$ cat config.mk
export PLATFORM = sky130hd
export DESIGN_NAME = eth_vrl_deframer
export DESIGN_NICKNAME = d
export VERILOG_FILES = /design/src/rtl/eth_vrl_deframer.sv
export SDC_FILE = /design/constraint.sdc
export NUM_CORES = 1
export LEC_CHECK = 0
export ABC_AREA = 1
export BUFFER_PORTS_ARGS = -buffer_cell sky130_fd_sc_hd__buf_2
export CORE_MARGIN = 2
export CORE_UTILIZATION = 56
export DETAILED_ROUTE_END_ITERATION = 10
export GPL_ROUTABILITY_DRIVEN = 0
export PLACE_DENSITY = 0.82
export SETUP_SLACK_MARGIN = 0.2
export SLEW_MARGIN = 10
export SYNTH_ARGS = -nofsm -noshare
export SYNTH_HDL_FRONTEND = slang
export SYNTH_SLANG_ARGS = --single-unit
$ cat constraint.sdc
create_clock -name clk -period 4.9 [get_ports clk]
set_input_delay 0.49 -clock clk [delete_from_list [all_inputs] [get_ports clk]]
set_output_delay 0.49 -clock clk [all_outputs]
set_load 0.005 [all_outputs]
$ cat src/rtl/eth_vrl_deframer.sv
// eth_vrl_deframer
//   Strips the fixed Ethernet/IP/UDP header lines from frames arriving from
//   eth_dispatch, validates the VRL header line and forwards the VRT payload
//   to the radio core with zero latency. Keeps drop, sequence-error and
//   size-error counters for software.
//
// Ports
//   clk, reset, clear        clock, sync active-high reset, sync clear (same effect)
//   i_tdata/i_tuser/i_tlast  input line, byte occupancy (0 = 8 bytes, 4 = 4 bytes), last line
//   i_tvalid/i_tready        input handshake
//   o_tdata/o_tuser/o_tlast  forwarded line (combinational copy of the input)
//   o_tvalid/o_tready        output handshake
//   drop_count               frames discarded (runt or bad magic)
//   seq_err_count            VRL frame-counter discontinuities
//   size_err_count           VRL size field mismatches
//
// Handshake: a line moves when valid and ready are both high at a rising
// clock edge; valid never depends on ready. In pass-through states
// i_tready = o_tready and o_tvalid = i_tvalid, so a line is consumed exactly
// when it is delivered downstream. In discard states i_tready = 1 and
// o_tvalid = 0.
module eth_vrl_deframer #(
    parameter int HDR_LINES     = 6,
    parameter bit STRIP_VRL     = 1'b1,
    parameter int TRAILER_WORDS = 1
) (
    input  logic        clk,
    input  logic        reset,
    input  logic        clear,
    input  logic [63:0] i_tdata,
    input  logic [3:0]  i_tuser,
    input  logic        i_tlast,
    input  logic        i_tvalid,
    output logic        i_tready,
    output logic [63:0] o_tdata,
    output logic [3:0]  o_tuser,
    output logic        o_tlast,
    output logic        o_tvalid,
    input  logic        o_tready,
    output logic [31:0] drop_count,
    output logic [31:0] seq_err_count,
    output logic [31:0] size_err_count
);

    typedef enum logic [1:0] {S_HDR, S_VRL, S_PAYLOAD, S_DROP} state_t;

    localparam int              LCW      = (HDR_LINES > 1) ? $clog2(HDR_LINES) : 1;
    localparam logic [LCW-1:0]  LAST_HDR = LCW'(HDR_LINES - 1);
    localparam logic [31:0]     MAGIC    = 32'h5652_4C50;
    localparam logic [19:0]     TRAILER  = 20'(TRAILER_WORDS);

    state_t           state_q, state_d;
    logic [LCW-1:0]   line_cnt_q, line_cnt_d;
    logic [19:0]      word_cnt_q, word_cnt_d;
    logic [19:0]      size_q, size_d;
    logic [11:0]      last_fc_q, last_fc_d;
    logic             seq_valid_q, seq_valid_d;
    logic [31:0]      drop_q, drop_d;
    logic [31:0]      seq_err_q, seq_err_d;
    logic [31:0]      size_err_q, size_err_d;

    logic             o_tvalid_c;
    logic             xfer;
    logic             magic_ok;
    logic [11:0]      vrl_fc;
    logic [19:0]      vrl_size;
    logic [19:0]      word_inc;
    logic [19:0]      word_final;

    function automatic logic [31:0] sat_inc(input logic [31:0] v);
        return (v == 32'hFFFF_FFFF) ? v : v + 32'd1;
    endfunction

    assign magic_ok   = (i_tdata[63:32] == MAGIC);
    assign vrl_fc     = i_tdata[31:20];
    assign vrl_size   = i_tdata[19:0];
    // A half-occupied closing line carries one 32-bit word; anything else counts as two.
    assign word_inc   = (i_tlast && i_tuser == 4'd4) ? 20'd1 : 20'd2;
    assign word_final = word_cnt_q + word_inc;
    assign xfer       = i_tvalid && i_tready;

    // ---------------- state register ----------------
    always_ff @(posedge clk) begin
        if (reset || clear) begin
            state_q     <= S_HDR;
            line_cnt_q  <= '0;
            word_cnt_q  <= '0;
            size_q      <= '0;
            last_fc_q   <= '0;
            seq_valid_q <= 1'b0;
            drop_q      <= '0;
            seq_err_q   <= '0;
            size_err_q  <= '0;
        end else begin
            state_q     <= state_d;
            line_cnt_q  <= line_cnt_d;
            word_cnt_q  <= word_cnt_d;
            size_q      <= size_d;
            last_fc_q   <= last_fc_d;
            seq_valid_q <= seq_valid_d;
            drop_q      <= drop_d;
            seq_err_q   <= seq_err_d;
            size_err_q  <= size_err_d;
        end
    end

    // ---------------- next-state logic ----------------
    always_comb begin
        state_d     = state_q;
        line_cnt_d  = line_cnt_q;
        word_cnt_d  = word_cnt_q;
        size_d      = size_q;
        last_fc_d   = last_fc_q;
        seq_valid_d = seq_valid_q;
        drop_d      = drop_q;
        seq_err_d   = seq_err_q;
        size_err_d  = size_err_q;
        case (state_q)
            S_HDR: begin
                if (xfer) begin
                    if (i_tlast) begin
                        drop_d     = sat_inc(drop_q);
                        line_cnt_d = '0;
                    end else if (line_cnt_q == LAST_HDR) begin
                        line_cnt_d = '0;
                        state_d    = S_VRL;
                    end else begin
                        line_cnt_d = line_cnt_q + 1'b1;
                    end
                end
            end
            S_VRL: begin
                if (xfer) begin
                    if (!magic_ok) begin
                        drop_d  = sat_inc(drop_q);
                        state_d = i_tlast ? S_HDR : S_DROP;
                    end else if (i_tlast && STRIP_VRL) begin
                        // Header only, no payload: a runt. last_fc is left alone.
                        drop_d  = sat_inc(drop_q);
                        state_d = S_HDR;
                    end else begin
                        size_d      = vrl_size;
                        word_cnt_d  = 20'd2;
                        if (seq_valid_q && (vrl_fc != last_fc_q + 12'd1))
                            seq_err_d = sat_inc(seq_err_q);
                        last_fc_d   = vrl_fc;
                        seq_valid_d = 1'b1;
                        if (i_tlast) begin
                            // Forwarded VRL line that is also the last line.
                            if (vrl_size != 20'd2 + TRAILER)
                                size_err_d = sat_inc(size_err_q);
                            state_d = S_HDR;
                        end else begin
                            state_d = S_PAYLOAD;
                        end
                    end
                end
            end
            S_PAYLOAD: begin
                if (xfer) begin
                    word_cnt_d = word_final;
                    if (i_tlast) begin
                        if (size_q != word_final + TRAILER)
                            size_err_d = sat_inc(size_err_q);
                        line_cnt_d = '0;
                        state_d    = S_HDR;
                    end
                end
            end
            S_DROP: begin
                if (xfer && i_tlast)
                    state_d = S_HDR;
            end
            default: state_d = S_HDR;
        endcase
    end

    // ---------------- output logic ----------------
    always_comb begin
        i_tready   = 1'b1;
        o_tvalid_c = 1'b0;
        case (state_q)
            S_VRL: begin
                if (!STRIP_VRL && magic_ok) begin
                    i_tready   = o_tready;
                    o_tvalid_c = i_tvalid;
                end
            end
            S_PAYLOAD: begin
                i_tready   = o_tready;
                o_tvalid_c = i_tvalid;
            end
            default: begin
                i_tready   = 1'b1;
                o_tvalid_c = 1'b0;
            end
        endcase
    end

    // A line presented while reset/clear is active is discarded, so it must
    // not appear downstream either.
    assign o_tvalid       = o_tvalid_c && !reset && !clear;
    assign o_tdata        = i_tdata;
    assign o_tuser        = i_tuser;
    assign o_tlast        = i_tlast;
    assign drop_count     = drop_q;
    assign seq_err_count  = seq_err_q;
    assign size_err_count = size_err_q;

endmodule

# Word-level counts from Yosys, hierarchy flattened

Cells that the tools add are included.

Flip-flop bits (word level): 154
Latch bits: 0
Memory bits (writable): 0
ROM bits: 0
Output and inout bits: 167
Logic and storage cells: 90
Memories kept: 0

$add $sub $neg: 7
Multipliers: 0
Div/mod/pow operators: 0
Magnitude comparators: 0
Equal/unequal tests: 20
Shift operators: 0
Mux-type cells: 31
Bitwise gates (word level): 3
Reductions and logical operators: 20

Operator list:

| cell                                             | number |
|---|---|
| 2-to-1 mux 32 bit                                | 5 |
| adder 32 x 1 -> 32 bit (second input constant)   | 3 |
| == test 32 bit (second input constant)           | 3 |
| 2-to-1 mux 20 bit                                | 4 |
| one-hot mux 32 bit (2 select lines)              | 1 |
| one-hot mux 20 bit (2 select lines)              | 1 |
| == test 32 x 31 -> 1 bit (second input constant) | 1 |
| 2-to-1 mux 2 bit                                 | 11 |
| adder 20 x 1 -> 20 bit (second input constant)   | 1 |
| adder 20 x 2 -> 20 bit                           | 1 |
| != test 20 bit                                   | 1 |
| != test 2 bit (second input constant)            | 9 |
| 2-to-1 mux 3 bit                                 | 5 |
| adder 12 x 1 -> 12 bit (second input constant)   | 1 |
| != test 12 bit                                   | 1 |
| AND reduction 5 bit                              | 2 |
| one-hot mux 2 bit (4 select lines)               | 1 |
| AND reduction 4 bit                              | 2 |
| AND reduction 7 bit                              | 1 |
| logical AND 1 bit                                | 6 |
| one-hot mux 3 bit (2 select lines)               | 1 |
| AND reduction 6 bit                              | 1 |
| nonzero test 2 bit                               | 3 |
| == test 2 bit (second input constant)            | 2 |
| 10 further kinds                                 | 14 |

# Depth between registers and ports, before layout

Word-level depth: 7
Mapped depth: 27
Mapped depth without buffers: 25

# Worst setup path before layout

Ideal clock, no wire load.

Kind: input -> register
Start: input i_tlast
End: register size_err_q[24] (netlist: size_err_count[24])
Data arrival time: 3.665 ns
Path slack: 1.165 ns
Cell stages on the path: 25
Cells stage by stage: clkbuf_1 -> inv_1 -> nor2_1 -> and3_1 -> ha_1 -> inv_1 -> fa_1 -> inv_2 -> nand2_1 -> nor2_2 -> nand2_1 -> nand2_1 -> nand2_1 -> nor2_4 -> nand3_1 -> nor2_1 -> nand2_1 -> nand2_1 -> nand3_1 -> nor2_1 -> nand3_2 -> nand2_4 -> buf_6 -> nand2_1 -> a21oi_1

Word-level cells in the longest chain between the ends: 6

Ends and longest elaborated chain:

| item                              | RTL line | text |
|---|---|---|
| start: declaration                | 32       | `input logic i_tlast,` |
| logical AND 1 bit                 | 78       | `assign word_inc = (i_tlast && i_tuser == 4'd4) ? 20'd1 : 20'd2;` |
| 2-to-1 mux 2 bit                  | 78       |  |
| adder 20 x 2 -> 20 bit            | 79       | `assign word_final = word_cnt_q + word_inc;` |
| adder 20 x 1 -> 20 bit            | 163      | `if (size_q != word_final + TRAILER)` |
| != test 20 bit                    | 163      |  |
| AND reduction 5 bit (no line) (*) | --       |  |
| end signal: assignment            | 103      | `size_err_q <= size_err_d;` |
| end: declaration                  | 60       | `logic [31:0] size_err_q, size_err_d;` |

Mark *: on every way between the ends. The rest lies on a longest branch, timed or not.
A chain may end at the register's enable or synchronous reset.

# Worst setup path after layout

Start: input i_tlast
End: register size_err_q[18] (netlist: size_err_count[18])

Same word-level chain as after synthesis.

==> impl_metrics.toml <==
[hold_path]
hold_start = "i_tdata[10]"
hold_path_class = "in -> reg"

[die]
fp.dieW_um = 143.8
start_util_pct = 56.62
rows = 51
dieArea_mm2 = 0.02068
coreArea_mm2 = 0.01933
die_y_um = 143.8
pin_count = 241

[synth]
seq_area_frac_synth_pct = 28.16
yosys_warnings = 0
ys_ff_latch = 154
syn_avg_cell_area_um2 = 6.185
synth_nets = 1852
netlist_instances = 1770
synthesis.area_mm2 = 0.01095
synth.distinct_cells = 41

[setup_path]
cp-startpoint = "i_tlast"
slowest_stage = "fa_1"
path_buf_inv = 5
critPathMaxFanout = 33
start_kind = "input port"
critPathArrivalTime_ns = 4.31
crit_top_cell = "nand2_1"
critical_path_class = "in -> reg"
crit_family = "simple AND/OR/NAND/NOR gates"
crit_path_max_incr_delay_ns = 0.46
r2r-start = "word_cnt_q[0]"
cp-end-kind = "flop"
cp.required_ns = 5.24

[timing]
max_clock_freq_mhz = 252.2
layout_min_cycle_time_ns = 3.966
slew_violations = 0
finalCritPeriodShare_pct = 80.93
finalSetupViolations = 0
worst_clock_skew_ns = 0.01175
rsz0062_at_grt = "no"
hold_viol_final = 0
finalSetupTns_ns = 0
whs_ns = 0.3053
relSlewSlack_pct = 33.05
worst_slew_pin_slew_ns = 1.003

[power_and_ir_drop]
leakage_nw = 5.078
cellPowerDensity_mw_per_mm2 = 220.3
p_total_mw = 2.738
ir_drop_mv = 0.2043

[run_status]
status = "complete, no violations"

[clocking]
clock_sinks = 154
cts_buffers = 17
cts.path.max_buffers = 2
h-tree-depth = 4
cts_root_buf = "clkbuf_16"
cts_hold_buf = 0
cts_setup_buffers = 0
clk_pin_slew_worst_paths_ns = 0.07
cts_tree = "yes"
insertion_delay_ns = 0.42
cts_resized = 0

[placed_design]
port_buffers = 240
dp_hpwl_mm = 23.54
place_area_mm2 = 0.01184

[drt]
drt_wl_total_mm = 31.93
routed_via_density = 5.526
drtIter0Drc = 1106
antenna_left = 0
first_pass_iters = 6
remaining_drc_errors = 0
wl_per_cell_um = 14.56
via_count = 12119

[final_layout]
drive_gt1_share_pct = 16.65
register_area_mm2 = 0.003083
nFillCells = 1802
nets = 1999
final_cell_area_mm2 = 0.01243
num_antenna_cells = 0
multiInputGateArea_mm2 = 0.006441
synthToLayoutAreaGrowth_pct = 13.53

[global_route]
grt_pass1_wl_mm = 51.52
overflow = 0
grt_pass1_vias = 10843
antenna_found_initial = 0
grtUsageTotal_pct = 30.40
grt_start_max_net_pins = 66

[run]
maxCapViolCount = 0
state kept, by name, summed over array words and instances (netlist names):
name            cells
seq_valid_q         1
seq_err_count      32
size_q             20
line_cnt_q          3
drop_count         32
state_q             2
word_cnt_q         20
last_fc_q          12
size_err_count     32
area by class of cell:
type | count | share of cell area [%]
clock buffer | 21 | 3.785
clock inverter | 9 | 0.9262
inverter | 181 | 5.477
multi-input combinational | 1309 | 51.83
sequential | 154 | 24.81
tap | 265 | 2.668
timing repair buffer | 254 | 10.51
cell usage after synthesis:
master / count / area (um2)
a211oi_1: 3 / 22.52
a21boi_0: 1 / 7.510
a21oi_1: 139 / 695.7
a221oi_1: 1 / 8.760
a31o_2: 1 / 8.760
a31oi_1: 3 / 18.77
and3_1: 1 / 6.260
buf_1: 5 / 18.77
buf_2: 3 / 15.01
buf_4: 70 / 525.5
buf_6: 3 / 33.78
clkbuf_1: 44 / 165.2
clkbuf_2: 1 / 5.000
dfxtp_1: 154 / 3083
fa_1: 1 / 20.02
ha_1: 7 / 87.58
inv_1: 176 / 660.6
inv_2: 5 / 18.77
mux2i_1: 9 / 90.09
nand2_1: 506 / 1899
nand2_2: 5 / 31.28
nand2_4: 1 / 11.26
nand3_1: 116 / 580.6
nand3_2: 2 / 20.02
nand3b_1: 8 / 60.06
nand4_1: 66 / 412.9
nor2_1: 172 / 645.6
nor2_2: 9 / 56.30
nor2_4: 2 / 22.52
nor3_1: 49 / 245.2
nor3b_1: 6 / 45.04
nor4_1: 30 / 187.7
o2111ai_1: 1 / 8.760
o211ai_1: 3 / 22.52
o21a_1: 1 / 7.510
o21ai_0: 61 / 305.3
o21ai_1: 1 / 5.000
o21bai_1: 4 / 30.03
or2_2: 7 / 43.79
xnor2_1: 24 / 210.2
xor2_1: 69 / 604.3
placed cells by master (no fill, tap or decap), types with 4 or more instances in the layout:
| cell | instances |
|---|---|
| nand2_1 | 506 |
| buf_2 | 240 |
| inv_1 | 175 |
| nor2_1 | 170 |
| dfxtp_1 | 154 |
| a21oi_1 | 138 |
| nand3_1 | 116 |
| xor2_1 | 69 |
| nand4_1 | 66 |
| o21ai_0 | 61 |
| nor3_1 | 48 |
| nor4_1 | 29 |
| xnor2_1 | 24 |
| clkbuf_16 | 17 |
| buf_4 | 14 |
| nor2_2 | 11 |
| mux2i_1 | 9 |
| nand3b_1 | 8 |
| or2_2 | 7 |
| ha_1 | 7 |
| nor3b_1 | 6 |
| nand2_2 | 5 |
| inv_2 | 5 |
| o21bai_1 | 4 |
power breakdown:
group	internal, mW	switching (mW)
Combinational	0.0565	0.0873
Clock	0.790	0.551
Sequential	1.25	0.00115
Total	2.10	0.639
layer usage:
metal	vias to the layer above	part of all wire, %	track usage (%)
met4	0	1.9	8.927
met2	474	47	50.68
met5	-	0	0
met1	5584	44	40.21
li1	5997	-	-
met3	64	7.1	5.432
worst min-delay path, cell delays in order:
cell and delay [ns]:
buf_2 0.09, nor2_1 0.04, nor2_1 0.08
worst paths after layout:
| path | to | slack (ns) | depth (start not counted) |
|---|---|---|---|
| hold reg to reg | line_cnt_q[2] | 0.47 | 2 |
| hold / removal | size_q[10] | 0.31 | 3 |
| setup / recovery | size_err_count[18] | 0.93 | 25 |
| setup reg to reg | size_err_count[18] | 1.26 | 21 |
kinds of logic after synthesis:
family,Yosys count,synth area share [%]
xor+xnor,93,7.441
simple gates,980,38.99
fa+ha+maj,8,0.9829
compound gates,219,10.42
buf+inv,307,13.18
flops,154,28.16
mux,9,0.8230
through the flow:
stage	setup slack, ns	std cells	util (%)
finish	0.9343	2193	64.28
global route	0.4747	2193	64.28
CTS	0.9744	2193	64.28
detailed placement	0.5376	2163	61.25
global placement	0.7516	2163	61.25
floorplan	1.165	1770	-
(Power assumes the default switching activity.)
